==> src/rtl/cycle_sequencer_if.sv <==
// Handshake bundle between the conversion FSM / readout logic and cycle_sequencer.
// The master side drives sequence control and increments; the slave is the sequencer.
interface cycle_sequencer_if #(
    parameter int WIDTH       = 5,
    parameter int FRAME_WIDTH = 8
);
    logic                   start_i;
    logic [WIDTH-1:0]       terminal_i;
    logic                   continuous_i;
    logic                   increment_i;
    logic                   abort_i;
    logic                   busy_o;
    logic                   stop_o;
    logic                   done_o;
    logic [WIDTH-1:0]       cycle_count_o;
    logic [FRAME_WIDTH-1:0] frames_o;

    modport master (
        output start_i, terminal_i, continuous_i, increment_i, abort_i,
        input  busy_o, stop_o, done_o, cycle_count_o, frames_o
    );

    modport slave (
        input  start_i, terminal_i, continuous_i, increment_i, abort_i,
        output busy_o, stop_o, done_o, cycle_count_o, frames_o
    );
endinterface

==> src/rtl/cycle_sequencer.sv <==
// Conversion-cycle sequencer: counts increments up to a run-time terminal,
// one-shot or auto-wrapping, and counts completed sequences (saturating).
//
// state | meaning
// IDLE  | waiting for start; count held at 0, increments ignored
// RUN   | counting; terminal cycle is RUN with count == term_q (stop_o high)
module cycle_sequencer #(
    parameter int WIDTH            = 5,
    parameter int DEFAULT_TERMINAL = 24,
    parameter int FRAME_WIDTH      = 8
) (
    input logic              clk_i,
    input logic              rst_i,
    cycle_sequencer_if.slave bus
);

    typedef enum logic {
        IDLE = 1'b0,
        RUN  = 1'b1
    } state_t;

    localparam logic [WIDTH-1:0]       DEF_TERM  = WIDTH'(DEFAULT_TERMINAL);
    localparam logic [FRAME_WIDTH-1:0] FRAME_MAX = '1;

    state_t                 state_q, state_d;
    logic [WIDTH-1:0]       count_q, count_d;
    logic [WIDTH-1:0]       term_q, term_d;
    logic [FRAME_WIDTH-1:0] frames_q, frames_d;
    logic                   done_q, done_d;
    logic                   terminal_hit;

    // Terminal cycle is a RUN condition decoded straight from registered state.
    assign terminal_hit = (state_q == RUN) && (count_q == term_q);

    // Next-state logic: abort beats terminal handling, which beats increment.
    always_comb begin
        state_d  = state_q;
        count_d  = count_q;
        term_d   = term_q;
        frames_d = frames_q;
        done_d   = 1'b0;
        case (state_q)
            IDLE: begin
                count_d = '0;
                if (bus.start_i && !bus.abort_i) begin
                    term_d   = (bus.terminal_i == '0) ? DEF_TERM : bus.terminal_i;
                    frames_d = '0;
                    state_d  = RUN;
                end
            end
            RUN: begin
                if (bus.abort_i) begin
                    state_d = IDLE;
                    count_d = '0;
                end else if (terminal_hit) begin
                    // The increment arriving in the terminal cycle is dropped.
                    count_d = '0;
                    if (frames_q != FRAME_MAX) begin
                        frames_d = frames_q + FRAME_WIDTH'(1);
                    end
                    if (!bus.continuous_i) begin
                        state_d = IDLE;
                        done_d  = 1'b1;
                    end
                end else if (bus.increment_i) begin
                    count_d = count_q + WIDTH'(1);
                end
            end
            default: begin
                state_d = IDLE;
                count_d = '0;
            end
        endcase
    end

    // State and output registers with synchronous reset.
    always_ff @(posedge clk_i) begin
        if (rst_i) begin
            state_q  <= IDLE;
            count_q  <= '0;
            term_q   <= DEF_TERM;
            frames_q <= '0;
            done_q   <= 1'b0;
        end else begin
            state_q  <= state_d;
            count_q  <= count_d;
            term_q   <= term_d;
            frames_q <= frames_d;
            done_q   <= done_d;
        end
    end

    assign bus.busy_o        = (state_q == RUN);
    assign bus.stop_o        = terminal_hit;
    assign bus.done_o        = done_q;
    assign bus.cycle_count_o = count_q;
    assign bus.frames_o      = frames_q;

endmodule

==> src/flat_wrapper.sv <==
// flat-port wrapper written by rule: the top's interface ports become plain ports
module cycle_sequencer_flat 
#(
    parameter int WIDTH            = 5,
    parameter int DEFAULT_TERMINAL = 24,
    parameter int FRAME_WIDTH      = 8
)
  (clk_i, rst_i, bus_start_i, bus_terminal_i, bus_continuous_i, bus_increment_i, bus_abort_i, bus_busy_o, bus_stop_o, bus_done_o, bus_cycle_count_o, bus_frames_o);
  cycle_sequencer_if #(.WIDTH(WIDTH), .FRAME_WIDTH(FRAME_WIDTH)) bus_i ();
  input logic clk_i;
  input logic rst_i;
  input wire logic [$bits(bus_i.start_i)-1:0] bus_start_i;
  input wire logic [$bits(bus_i.terminal_i)-1:0] bus_terminal_i;
  input wire logic [$bits(bus_i.continuous_i)-1:0] bus_continuous_i;
  input wire logic [$bits(bus_i.increment_i)-1:0] bus_increment_i;
  input wire logic [$bits(bus_i.abort_i)-1:0] bus_abort_i;
  output wire logic [$bits(bus_i.busy_o)-1:0] bus_busy_o;
  output wire logic [$bits(bus_i.stop_o)-1:0] bus_stop_o;
  output wire logic [$bits(bus_i.done_o)-1:0] bus_done_o;
  output wire logic [$bits(bus_i.cycle_count_o)-1:0] bus_cycle_count_o;
  output wire logic [$bits(bus_i.frames_o)-1:0] bus_frames_o;
  assign bus_i.start_i = bus_start_i;
  assign bus_i.terminal_i = bus_terminal_i;
  assign bus_i.continuous_i = bus_continuous_i;
  assign bus_i.increment_i = bus_increment_i;
  assign bus_i.abort_i = bus_abort_i;
  assign bus_busy_o = bus_i.busy_o;
  assign bus_stop_o = bus_i.stop_o;
  assign bus_done_o = bus_i.done_o;
  assign bus_cycle_count_o = bus_i.cycle_count_o;
  assign bus_frames_o = bus_i.frames_o;
  cycle_sequencer #(.WIDTH(WIDTH), .DEFAULT_TERMINAL(DEFAULT_TERMINAL), .FRAME_WIDTH(FRAME_WIDTH)) u_core (.clk_i(clk_i), .rst_i(rst_i), .bus(bus_i));
endmodule
==> config.mk <==
export PLATFORM = sky130hd
export DESIGN_NAME = cycle_sequencer_flat
export DESIGN_NICKNAME = d
export VERILOG_FILES = /design/src/rtl/cycle_sequencer_if.sv /design/src/rtl/cycle_sequencer.sv /design/src/flat_wrapper.sv
export SDC_FILE = /design/constraint.sdc
export NUM_CORES = 1
export LEC_CHECK = 0
export ABC_AREA = 1
export CAP_MARGIN = 10
export CORE_ASPECT_RATIO = 1.25
export CORE_MARGIN = 1
export CORE_UTILIZATION = 35
export DETAILED_ROUTE_END_ITERATION = 16
export GPL_TIMING_DRIVEN = 1
export PLACE_DENSITY_LB_ADDON = 0.2
export SETUP_SLACK_MARGIN = 0.15
export SYNTH_ARGS = -nofsm -noshare
export SYNTH_HDL_FRONTEND = slang
export SYNTH_SLANG_ARGS = --single-unit
==> constraint.sdc <==
create_clock -name clk_i -period 2.1 [get_ports clk_i]
set_input_delay 0.42 -clock clk_i [delete_from_list [all_inputs] [get_ports clk_i]]
set_output_delay 0.42 -clock clk_i [all_outputs]
set_load 0.05 [all_outputs]
==> impl_metrics.json <==
{
  "insertion_delay_ns": 0.31,
  "rrSetupSlack_ns": 0.47,
  "rr_startpoint": "u_core.bus.cycle_count_o[0]",
  "slew_headroom": 0.6667,
  "worst_slew_pin_slew_ns": 0.4991,
  "cp_slowest_stage_delay_ns": 0.80,
  "hold_path_class": "flop to flop",
  "cts_tree": "built",
  "synthArstFlopShare": 0,
  "reg2reg_depth": 10,
  "n_fill_cell": 321,
  "crit_type": "flop to output port",
  "path_max_fanout": 2,
  "cp_top_family": "buffers and inverters",
  "drt-pass1-iter-count": 4,
  "portBuffers": 26,
  "synth-edff-count": 0,
  "grt_setup_unrepaired": "yes",
  "avgViaCountPerCell": 4.983,
  "power_leakage_nw": 0.7280,
  "holdPathStages": 2,
  "die_x_um": 53.04,
  "hpwl_mm": 2.090,
  "grt_max_degree": 12,
  "cp_cell_sequence": "clkdlybuf4s50_1",
  "synthXorXnorAreaFrac": 0.02305,
  "cts.path.max_buffers": 2,
  "synthMuxAreaShare": 0,
  "cts.sinks": 20,
  "netlist_instances": 171,
  "finalSetupTns_ns": 0,
  "crit_arrival_ns": 1.47,
  "syn_to_final_growth_pct": 35.02,
  "fmax_ghz": 0.5290,
  "worstHoldStart": "u_core.term_q[2]",
  "cts-root-buf": "clkbuf_4",
  "grt.total_usage": 0.1734,
  "ios": 27,
  "dr_total_vias": 1201,
  "clk_pin_slew_worst_paths_ns": 0.12,
  "drc": 0,
  "holdPathEnd": "u_core.term_q[2]",
  "final.period_utilization": 0.9001,
  "first_iter_violations": 33,
  "final_cells": 241,
  "synthDistinctLibCells": 23,
  "ys_top_cells_by_area": "dfxtp_1, nand2_1, inv_1",
  "syn_area_per_cell_um2": 6.666,
  "synth_adder_area_share": 0.02195,
  "finalSetupViolations": 0,
  "min_period_ns": 1.890,
  "finalHoldViolCount": 0,
  "die-area_um2": 3490,
  "ant_nets": 0,
  "yosysWarnings": 0,
  "start_util": 0.3764,
  "yosysMostFrequentCell": "nand2_1",
  "grt_pass1_vias": 1076,
  "antenna_found_initial": 0,
  "ys_ff_latch": 20,
  "core_area_um2": 3028,
  "synth_area_um2": 1140,
  "routed_wl_mm": 2.697,
  "grt.overflow.total": 0,
  "layout.nets": 219,
  "synthFlopType": "dfxtp_1",
  "fin_worst_skew_ns": 0.003984,
  "rr_endpoint": "u_core.bus.frames_o[0]",
  "cp_slowest_cell": "clkdlybuf4s50_1",
  "dp_cells": 235,
  "slew_violations": 0,
  "synth_top_family_by_area": "simple AND/OR/NAND/NOR gates",
  "outcome": "completed",
  "cp_num_buf_inv": 1,
  "cts-hold-fix-buffers": 0,
  "seq_area_frac_synth": 0.3513,
  "cellPowerDensity_nw_per_um2": 464.3,
  "synth_commonest_cells": "nand2_1, inv_1, nor2_1, dfxtp_1, nand4_1",
  "worstSetupStartpointType": "flop",
  "gp_congestion": 0.8928,
  "row_count": 22,
  "num_antenna_cells": 0,
  "synthSimpleGateAreaFrac": 0.3941,
  "required_ns": 1.68,
  "yosysTopAreaCell": "dfxtp_1",
  "grt_pass1_wl_mm": 4.471,
  "wl_per_cell_um": 11.19,
  "peakVddDrop_uv": 218.3,
  "drv_cap": 0,
  "fp.dieH_um": 65.81,
  "final_layout_size_suffix_gt1_frac": 0.1415,
  "h-tree-depth": 1,
  "synth_compound_area_frac": 0.1065,
  "synth_nets": 184,
  "numCtsBuffers": 3,
  "synth_top_area_share": 0.3513,
  "cp-end-kind": "output port"
}
state kept, by name (all words and copies together) (netlist names):
| name | cells |
|---|---|
| u_core.bus.cycle_count_o | 5 |
| u_core.bus.frames_o | 8 |
| u_core.bus.done_o | 1 |
| u_core.bus.busy_o | 1 |
| u_core.term_q | 5 |
cell families after synthesis:
| group | count (synthesis) |
|---|---|
| AND/OR/NAND/NOR | 96 |
| buffers and inverters | 30 |
| flip-flops | 20 |
| XOR/XNOR | 3 |
| adder cells (fa/ha/maj) | 2 |
| AO/OA/AOI/OAI | 20 |
how the worst max path moves through the flow:
| stage | startpoint | endpoint | slack (ns) | depth (start not counted) |
|---|---|---|---|---|
| after floorplan | u_core.bus.cycle_count_o[0] | bus_stop_o | 0.20 | 6 |
| after global placement | bus_start_i | u_core.bus.frames_o[0] | 0.40 | 7 |
| after detailed placement | bus_start_i | u_core.bus.frames_o[0] | 0.40 | 7 |
| after CTS | u_core.bus.cycle_count_o[0] | bus_stop_o | 0.08 | 7 |
| after global routing | u_core.bus.cycle_count_o[3] | bus_stop_o | 0.12 | 7 |
| final | u_core.bus.frames_o[3] | bus_frames_o[3] | 0.21 | 1 |
stage by stage:
step	util	worst slack, ns	hold slack, ns	area [µm²]	power [mW]
floorplan	-	0.2036	0.4443	1147	0.4500
detailed placement	0.4893	0.3993	0.4633	1481	0.4882
finish	0.5083	0.2098	0.4824	1539	0.7146
CTS	0.4975	0.07939	0.4822	1506	0.7250
global route	0.5083	0.1247	0.5011	1539	0.7555
global placement	0.4893	0.4039	0.4653	1481	0.4873
area by class of cell:
class                      count  area (µm²)  share of cell area
tap                           36       45.04             0.02927
multi-input combinational    121       634.4              0.4122
inverter                      27       101.3             0.06585
timing repair buffer          33       312.8              0.2033
sequential                    20       409.1              0.2659
clock buffer                   4       36.28             0.02358
metal layers:
| layer | up-vias | share of wire | GRT usage |
|---|---|---|---|
| met5 | - | 0 | 0 |
| met4 | 0 | 0.013 | 0.06908 |
| met3 | 4 | 0.039 | 0.02069 |
| met2 | 34 | 0.54 | 0.3259 |
| met1 | 545 | 0.41 | 0.1891 |
| li1 | 618 | - | - |
report_power, final:
part | switching (mW) | leakage, nW | total, mW | internal [mW]
Clock | 0.129 | 0.0210 | 0.235 | 0.106
Sequential | 0.00717 | 0.165 | 0.393 | 0.386
Combinational | 0.0483 | 0.542 | 0.0866 | 0.0383
cell usage in the layout (no fill, tap or decap), types with 6 or more instances in the layout:
master	netlist	final
o21ai_0	6	6
dlygate4sd2_1	0	10
nand4_1	9	9
a21oi_1	7	7
buf_4	1	8
nor2_1	24	23
nand3_1	8	7
clkdlybuf4s50_1	0	12
dfxtp_1	20	15
nand2_1	45	45
inv_1	27	27
repair_timing:
action                     4_1_cts  5_1_grt
setup buffers                    0        2
pin swaps                        0        1
setup endpoints to repair       11        3
resized for setup               11        8
(Power assumes the default switching activity.)
